`src/rtl/pc_fetch_if.sv`:
```
// Fetch-stage bus: control inputs from decode, memory word in, IF/ID and status out.
// The fetch unit is the master (it drives IAddress and the IF/ID outputs).
interface pc_fetch_if #(
  parameter int unsigned PC_WIDTH = 16
);
  logic                start;
  logic                stall;
  logic                branch_taken;
  logic [PC_WIDTH-1:0] branch_offset;
  logic                jump;
  logic [PC_WIDTH-1:0] jump_addr;
  logic [15:0]         instr_in;
  logic [PC_WIDTH-1:0] IAddress;
  logic [15:0]         id_instr;
  logic [PC_WIDTH-1:0] id_pc;
  logic                id_valid;
  logic                halted;
  logic                fault;

  modport master (
    input  start, stall, branch_taken, branch_offset, jump, jump_addr, instr_in,
    output IAddress, id_instr, id_pc, id_valid, halted, fault
  );

  modport slave (
    output start, stall, branch_taken, branch_offset, jump, jump_addr, instr_in,
    input  IAddress, id_instr, id_pc, id_valid, halted, fault
  );
endinterface

```
`src/rtl/pc_fetch_unit.sv`:
```
// Fetch stage: owns the PC, presents it to instruction memory and latches the
// returned word into the IF/ID register. Handles stall, branch/jump redirect
// with flush, halt-on-opcode and an out-of-range PC fault.
module pc_fetch_unit #(
  parameter int unsigned         PC_WIDTH  = 16,
  parameter int unsigned         MEM_DEPTH = 64,
  parameter logic [PC_WIDTH-1:0] RESET_PC  = '0,
  parameter logic [3:0]          HALT_OP   = 4'hF
) (
  input  logic       clk,
  input  logic       reset,
  pc_fetch_if.master bus
);

  typedef enum logic [1:0] {StIdle, StRun, StHalted, StFault} state_e;

  // One extra bit so MEM_DEPTH == 2**PC_WIDTH still compares correctly.
  localparam logic [PC_WIDTH:0] MemDepthW = (PC_WIDTH + 1)'(MEM_DEPTH);

  state_e              state_q, state_d;
  logic [PC_WIDTH-1:0] pc_q, pc_d;
  logic [15:0]         id_instr_q, id_instr_d;
  logic [PC_WIDTH-1:0] id_pc_q, id_pc_d;
  logic                id_valid_q, id_valid_d;
  logic                halted_q, halted_d;
  logic                fault_q, fault_d;

  logic                redirect;
  logic                pc_oor;
  logic                halt_hit;
  logic [PC_WIDTH-1:0] redirect_pc;

  // Decode-side conditions; redirects only count against a real instruction.
  always_comb begin
    redirect    = id_valid_q && (bus.jump || bus.branch_taken);
    pc_oor      = {1'b0, pc_q} >= MemDepthW;
    halt_hit    = id_valid_q && (id_instr_q[3:0] == HALT_OP);
    redirect_pc = bus.jump ? bus.jump_addr
                           : id_pc_q + PC_WIDTH'(1) + bus.branch_offset;
  end

  // Next-state: fault > halt > redirect > stall > sequential while running.
  always_comb begin
    state_d    = state_q;
    pc_d       = pc_q;
    id_instr_d = id_instr_q;
    id_pc_d    = id_pc_q;
    id_valid_d = id_valid_q;
    halted_d   = halted_q;
    fault_d    = fault_q;
    unique case (state_q)
      StIdle: begin
        id_valid_d = 1'b0;
        if (bus.start) state_d = StRun;
      end
      StRun: begin
        if (pc_oor && !redirect) begin
          state_d    = StFault;
          id_valid_d = 1'b0;
          halted_d   = 1'b1;
          fault_d    = 1'b1;
        end else if (halt_hit) begin
          // The word fetched behind the halt is dropped.
          state_d    = StHalted;
          id_valid_d = 1'b0;
          halted_d   = 1'b1;
        end else if (redirect) begin
          pc_d       = redirect_pc;
          id_valid_d = 1'b0;
          id_instr_d = '0;
        end else if (!bus.stall) begin
          id_instr_d = bus.instr_in;
          id_pc_d    = pc_q;
          id_valid_d = 1'b1;
          pc_d       = pc_q + PC_WIDTH'(1);
        end
      end
      StHalted, StFault: begin
        // Terminal until reset.
      end
    endcase
  end

  // All state and registered outputs, cleared asynchronously.
  always_ff @(posedge clk or posedge reset) begin
    if (reset) begin
      state_q    <= StIdle;
      pc_q       <= RESET_PC;
      id_instr_q <= '0;
      id_pc_q    <= '0;
      id_valid_q <= 1'b0;
      halted_q   <= 1'b0;
      fault_q    <= 1'b0;
    end else begin
      state_q    <= state_d;
      pc_q       <= pc_d;
      id_instr_q <= id_instr_d;
      id_pc_q    <= id_pc_d;
      id_valid_q <= id_valid_d;
      halted_q   <= halted_d;
      fault_q    <= fault_d;
    end
  end

  assign bus.IAddress = pc_q;
  assign bus.id_instr = id_instr_q;
  assign bus.id_pc    = id_pc_q;
  assign bus.id_valid = id_valid_q;
  assign bus.halted   = halted_q;
  assign bus.fault    = fault_q;

endmodule
```
`src/flat_wrapper.sv`:
```
// flat-port wrapper written by rule: the top's interface ports become plain ports
module pc_fetch_unit_flat 
#(
  parameter int unsigned         PC_WIDTH  = 16,
  parameter int unsigned         MEM_DEPTH = 64,
  parameter logic [PC_WIDTH-1:0] RESET_PC  = '0,
  parameter logic [3:0]          HALT_OP   = 4'hF
)
  (clk, reset, bus_start, bus_stall, bus_branch_taken, bus_branch_offset, bus_jump, bus_jump_addr, bus_instr_in, bus_IAddress, bus_id_instr, bus_id_pc, bus_id_valid, bus_halted, bus_fault);
  pc_fetch_if #(.PC_WIDTH(PC_WIDTH)) bus_i ();
  input  logic clk;
  input  logic reset;
  input wire logic [$bits(bus_i.start)-1:0] bus_start;
  input wire logic [$bits(bus_i.stall)-1:0] bus_stall;
  input wire logic [$bits(bus_i.branch_taken)-1:0] bus_branch_taken;
  input wire logic [$bits(bus_i.branch_offset)-1:0] bus_branch_offset;
  input wire logic [$bits(bus_i.jump)-1:0] bus_jump;
  input wire logic [$bits(bus_i.jump_addr)-1:0] bus_jump_addr;
  input wire logic [$bits(bus_i.instr_in)-1:0] bus_instr_in;
  output wire logic [$bits(bus_i.IAddress)-1:0] bus_IAddress;
  output wire logic [$bits(bus_i.id_instr)-1:0] bus_id_instr;
  output wire logic [$bits(bus_i.id_pc)-1:0] bus_id_pc;
  output wire logic [$bits(bus_i.id_valid)-1:0] bus_id_valid;
  output wire logic [$bits(bus_i.halted)-1:0] bus_halted;
  output wire logic [$bits(bus_i.fault)-1:0] bus_fault;
  assign bus_i.start = bus_start;
  assign bus_i.stall = bus_stall;
  assign bus_i.branch_taken = bus_branch_taken;
  assign bus_i.branch_offset = bus_branch_offset;
  assign bus_i.jump = bus_jump;
  assign bus_i.jump_addr = bus_jump_addr;
  assign bus_i.instr_in = bus_instr_in;
  assign bus_IAddress = bus_i.IAddress;
  assign bus_id_instr = bus_i.id_instr;
  assign bus_id_pc = bus_i.id_pc;
  assign bus_id_valid = bus_i.id_valid;
  assign bus_halted = bus_i.halted;
  assign bus_fault = bus_i.fault;
  pc_fetch_unit #(.PC_WIDTH(PC_WIDTH), .MEM_DEPTH(MEM_DEPTH), .RESET_PC(RESET_PC), .HALT_OP(HALT_OP)) u_core (.clk(clk), .reset(reset), .bus(bus_i));
endmodule
```
`config.mk`:
```
export PLATFORM = sky130hd
export DESIGN_NAME = pc_fetch_unit_flat
export DESIGN_NICKNAME = d
export VERILOG_FILES = /design/src/rtl/pc_fetch_if.sv /design/src/rtl/pc_fetch_unit.sv /design/src/flat_wrapper.sv
export SDC_FILE = /design/constraint.sdc
export NUM_CORES = 1
export LEC_CHECK = 0
export CORE_MARGIN = 8
export CORE_UTILIZATION = 50
export CTS_CLUSTER_DIAMETER = 80
export DETAILED_ROUTE_END_ITERATION = 8
export GPL_TIMING_DRIVEN = 1
export PLACE_DENSITY = 0.91
export SYNTH_ARGS = -nofsm -noshare
export SYNTH_HDL_FRONTEND = slang
export SYNTH_SLANG_ARGS = --single-unit
```
`constraint.sdc`:
```
create_clock -name clk -period 3.6 [get_ports clk]
set_input_delay 0.54 -clock clk [delete_from_list [all_inputs] [get_ports clk]]
set_output_delay 0.54 -clock clk [all_outputs]
set_load 0.05 [all_outputs]
```
==> impl_metrics.yaml <==
final_layout:
  seq_area_um2: 1330
  n_fill_cell: 443
  drive_gt1_frac: 0.0841
  multiInputGateArea_um2: 1670
  final_nets: 487
  syn_to_final_growth_pct: 39.0
  diodes: 0
die:
  coreArea_um2: 5960
  die_y_um: 94.8
  start_util: 0.521
  pin_count: 105
  num_rows: 28
  dieArea_um2: 8990
  die_x_um: 94.8
grt:
  grt_max_degree: 34
  grt_pass1_wl_um: 14400
  track_usage: 0.198
  antenna_found_initial: 0
  first_global_vias: 2989
  overflow: 0
clock_tree:
  cts-buffers-inserted: 5
  max-clock-path-buffers: 2
  cts_tree: "done"
  clk_pin_slew_ns: 0.10
  cts_root_buffer: "clkbuf_8"
  htreeDepth: 2
  clk_latency_ns: 0.30
  cts_resized: 0
  holdBufCountCts: 0
  post_cts_buffers: 0
  clkSinkCount: 53
outcome:
  outcome: "complete, no violations"
logic_synthesis:
  ys_types: 56
  yosysWarnings: 0
  avgSynthCellArea_um2: 10.1
  ys_seq_area_frac: 0.427
  ys_ff_latch: 53
  syn_area_um2: 3110
  syn_nets: 381
  ys.flop_type: "dfrtp_1"
  synth_edf_count: 0
  async_flop_share: 1.00
  synth_cells: 309
route:
  vias: 2857
  wire_per_inst_um: 18.1
  firstDrtPassIters: 4
  ant_nets: 0
  drc_errors: 0
  viasPerCell: 5.82
  routed_wl_um: 8900
  initialDrtViolationCount: 140
power:
  power_density_nw_per_um2: 250
  p_switching_mw: 0.265
  p_comb_frac: 0.128
  seq_power_share: 0.556
  leakage_nw: 1.89
  pwr-share-clk: 0.316
  power.internal_mw: 0.814
  sw_frac_of_total: 0.246
  ir_drop_v: 0.000164
sta:
  hold_violations: 0
  setup_viol: 0
  slew_viol_final: 0
  tightest_slew_ns: 0.556
  setup-tns-final_ns: 0
  rsz0062_at_grt: "no"
  fin_crit_ns: 2.76
  fin_crit_sh: 0.767
  skew_ns: 0.00538
  hold-worst-slack_ns: 0.473
  maxSlewHeadroom: 0.628
  max_freq_ghz: 0.362
place:
  io_buffers: 104
  gp_congestion: 0.850
  hpwl_um: 6800
critical_path:
  cp-end-kind: "flip-flop"
  crit_buf_inv: 3
  slowest_stage: "fa_1"
  cp_max_fo: 4
  worstPathCellList: "clkdlybuf4s50_1 > inv_1 > ha_1 > inv_1 > fa_1 > a211oi_2 > o21ai_0 > a31oi_1 > nor3b_1 > mux2_2 > o21ai_0"
  cp-start-kind: "input pin"
  max_stage_delay_ns: 0.43
  crit_type: "in2reg"
  cp_top_family: "compound AO/OA/AOI/OAI gates"
  worstPathArrival_ns: 2.98
  required_ns: 3.82
worst_hold_path:
  hold_class: "reg2reg"
job:
  drv_cap: 0
-- kinds of logic (layout without fill, tap and decap cells) --
family / after synthesis / count (layout) / share of synthesized area
flip-flops: 53 / 53 / 0.427
adder cells (fa/ha/maj): 18 / 18 / 0.0749
AND/OR/NAND/NOR: 90 / 90 / 0.156
buffers and inverters: 23 / 130 / 0.0371
XOR/XNOR: 10 / 10 / 0.0282
AO/OA/AOI/OAI: 105 / 105 / 0.239
multiplexers: 10 / 10 / 0.0375
-- through the flow --
step | utilization | instances | area (µm²) | power [mW] | worst slack [ns]
floorplan | - | 309 | 3110 | 0.670 | 1.14
global placement | 0.710 | 483 | 4230 | 0.745 | 0.657
detailed placement | 0.710 | 483 | 4230 | 0.749 | 0.565
CTS | 0.725 | 491 | 4320 | 1.09 | 0.887
global route | 0.725 | 491 | 4320 | 1.12 | 0.760
finish | 0.725 | 491 | 4320 | 1.08 | 0.837
-- routing by layer --
layer | vias up | routed length [µm] | track usage
li1 | 1352 | - | -
met1 | 1368 | 3860 | 0.252
met2 | 123 | 4290 | 0.338
met3 | 14 | 578 | 0.0302
met4 | 0 | 167 | 0.0598
met5 | - | 0 | 0
-- state kept, by name, indices dropped and copies added, names as in the netlist --
| register | flops |
|---|---|
| u_core.bus.IAddress | 16 |
| u_core.bus.fault | 1 |
| u_core.bus.halted | 1 |
| u_core.bus.id_instr | 16 |
| u_core.bus.id_pc | 16 |
| u_core.bus.id_valid | 1 |
| u_core.state_q | 2 |
-- power by group through the flow --
stage	clock network (mW)	logic (mW)	registers (mW)
4_1_cts	0.351	0.139	0.600
5_1_grt	0.372	0.150	0.600
2_1_floorplan	0	0.0522	0.618
6_report	0.341	0.138	0.600
3_3_place_gp	0	0.134	0.611
3_5_place_dp	0	0.138	0.611
-- cell usage after synthesis, types with 3 or more instances --
cell type,count,area share
nor3b_1,4,0.0097
a211oi_1,6,0.015
ha_1,17,0.068
o21a_1,4,0.0097
nor3_1,5,0.0081
o21ai_0,17,0.027
mux2i_1,3,0.0097
buf_6,3,0.011
buf_2,5,0.0081
a21o_1,7,0.017
nand2b_1,3,0.0060
nor2_1,23,0.028
nor2b_1,13,0.026
nand3_1,4,0.0064
and2_1,3,0.0060
a31oi_1,6,0.012
mux2_2,5,0.018
o211ai_1,3,0.0073
a221oi_1,3,0.0085
inv_1,11,0.013
clkbuf_1,3,0.0036
xnor2_1,5,0.014
a22o_1,16,0.045
nand2_1,20,0.024
o221ai_1,3,0.0085
a21oi_1,18,0.029
dfrtp_1,53,0.43
and3_1,5,0.010
xor2_1,5,0.014
-- cell usage in the layout (no fill, tap or decap), drive strengths merged, types with 2 or more instances in the layout --
cell type,netlist,layout
nand3,4,4
clkbuf,3,5
o21a,4,4
clkdlybuf4s50,0,104
xnor2,5,5
or2,2,2
o211ai,3,3
a31oi,7,7
nor2,24,24
o31ai,2,2
o31a,2,2
nor4,3,3
o22a,2,2
ha,17,17
a21boi,2,2
dfrtp,53,53
and3,5,5
and2,3,3
nand2,20,20
mux2i,3,3
o221ai,3,3
nor3,6,6
buf,9,7
xor2,5,5
nor2b,13,13
o21bai,2,2
nor3b,4,4
a221oi,3,3
a22o,16,16
nand2b,4,4
a21oi,18,18
o2111ai,2,2
a211oi,7,7
a21o,7,7
mux2,7,7
o21ai,19,19
inv,11,12
-- path summary, 6_finish.rpt --
kind	cells past startpoint	end	startpoint	slack [ns]
worst max-delay path	11	u_core.bus.IAddress[14]	bus_branch_offset[0]	0.84
worst min-delay path	1	u_core.bus.halted	u_core.bus.halted	0.47
worst max register to register	10	u_core.bus.IAddress[14]	u_core.bus.id_pc[0]	1.05
worst min register to register	1	u_core.bus.halted	u_core.bus.halted	0.47
max in group asynchronous	3	u_core.bus.IAddress[2]	reset	2.23
min in group asynchronous	2	u_core.bus.fault	reset	0.59
-- layout make-up --
type | instances | share of cell area
inverters | 11 | 0.00957
clock inverters | 3 | 0.00493
clock buffers | 5 | 0.0159
repair buffers | 111 | 0.253
flip-flops and latches | 53 | 0.307
well taps | 75 | 0.0217
multi-input cells | 233 | 0.387
Power figures use the tool's default switching activity.
==> edit (same settings) <==
The 4 states of `state_e` get a one-hot encoding in 4 bits.
--- a/src/rtl/pc_fetch_unit.sv
+++ b/src/rtl/pc_fetch_unit.sv
@@ -14,3 +14,3 @@
 
-  typedef enum logic [1:0] {StIdle, StRun, StHalted, StFault} state_e;
+  typedef enum logic [3:0] {StIdle = 4'b0001, StRun = 4'b0010, StHalted = 4'b0100, StFault = 4'b1000} state_e;
 
Behaviour: no difference found for any inputs over 4 cycles, from zero or initial values and one cycle with reset high; so few cycles prove little.
==> edit against the original RTL <==
Critical path depth rose by 1; non-clock buffer count rose by 1; highest routed layer unchanged; power fell by 0.24%; count of clock-buffer cells in the layout rose by 1; via count fell by 1.4%; largest power group unchanged; register-to-register slack got worse by 0.39 ns; worst setup slack got worse by 0.35 ns; final area fell by 1.3%; critical path type unchanged; sequential cell count rose by 2; critical endpoint unchanged; synthesized area fell by 2.4%; utilization fell by 0.073 points; wire length fell by 1.9%; global-route usage rose by 0.20 points.
==> edit: results <==
[placement]
dpl_cell_area_sq_mm = 0.00417
post-place-cells = 479
place.gp.congestion = 0.892

[global_route]
grt_usage_pct = 20.0
grt_use_met2_pct = 33.3
grt_pass1_vias = 2910
grt_max_degree = 39

[synthesis]
synth_fp_nets = 376
synth_cell_types = 55
synth_common_cells = "dfrtp_1, nor2_1, a21oi_1"
synthAdderAreaFrac_pct = 7.68
synth_xor_area_share_pct = 3.18
synth_cells = 304
muxShareOfSynthArea_pct = 3.05
synth_compound_area_share_pct = 22.9
yosysSeqAreaShare_pct = 45.4
synth_area_leaders = "dfrtp_1, ha_1, a22o_1"

[setup_path]
critPathMaxFanout = 3
r2r_cells = 11
crit_arrival_ns = 3.30

[pwr]
power_frac_seq_pct = 57.3
irDropWorstVdd_mv = 0.146
p_comb_uw = 119

[drt]
wl_met2_um = 4270
wl_met1_um = 3590
drtIter0Drc = 171
vias_per_cell = 5.80

[sta]
finalClockSkew_ns = 0.00654
slew_headroom_pct = 59.7

[cells_and_area]
fillers = 445

[outcome]
outcome = "completed"
[edit: cell count changes in the layout (fill, tap and decap cells not counted), sizes merged, moves of 3 or more]
cell and change:
a211oi -3, a21o -5, a21oi +7, a32oi +5, nand2 -3, nand3 +4
nor2 +4, nor3b -3
[edit: cell type report]
type	count	area, sq um	area share (%)
Multi-Input combinational cell	225	1560	36.5
Sequential cell	55	1380	32.3
Timing Repair Buffer	112	1100	25.8
Tap cell	75	93.8	2.20
Clock buffer	6	82.6	1.94
Inverter	12	45.0	1.06
Clock inverter	1	5.00	0.117
[edit: worst max-delay path: stages]
cell,delay (ns)
clkdlybuf4s50_1,0.39
inv_1,0.05
ha_1,0.16
inv_1,0.06
fa_1,0.40
a21o_1,0.22
a221oi_1,0.50
o21ai_0,0.24
a211oi_1,0.35
a21oi_1,0.13
xnor2_1,0.16
o21ai_0,0.09
[edit: final timing paths]
| kind | startpoint | end | slack [ns] |
|---|---|---|---|
| min | u_core.state_q[0]$_DFFE_PP1P_ | u_core.state_q[0]$_DFFE_PP1P_ | 0.48 |
| min in group asynchronous | reset | u_core.bus.id_instr[1]$_DFFE_PP0P_ | 0.57 |
| max | bus_branch_offset[0] | u_core.bus.IAddress[14]$_DFFE_PP0P_ | 0.49 |
| max reg2reg | u_core.bus.id_pc[0]$_DFFE_PP0P_ | u_core.bus.IAddress[14]$_DFFE_PP0P_ | 0.66 |
| min reg2reg | u_core.state_q[0]$_DFFE_PP1P_ | u_core.state_q[0]$_DFFE_PP1P_ | 0.48 |
| max in group asynchronous | reset | u_core.bus.id_pc[9]$_DFFE_PP0P_ | 2.41 |
[edit: per-stage QoR]
stage                     utilization [%]  total power, uW
after global placement               70.9              745
final                                72.4             1080
after detailed placement             70.9              749
after CTS                            72.4             1090
after global routing                 72.4             1130
after floorplan                         -              674
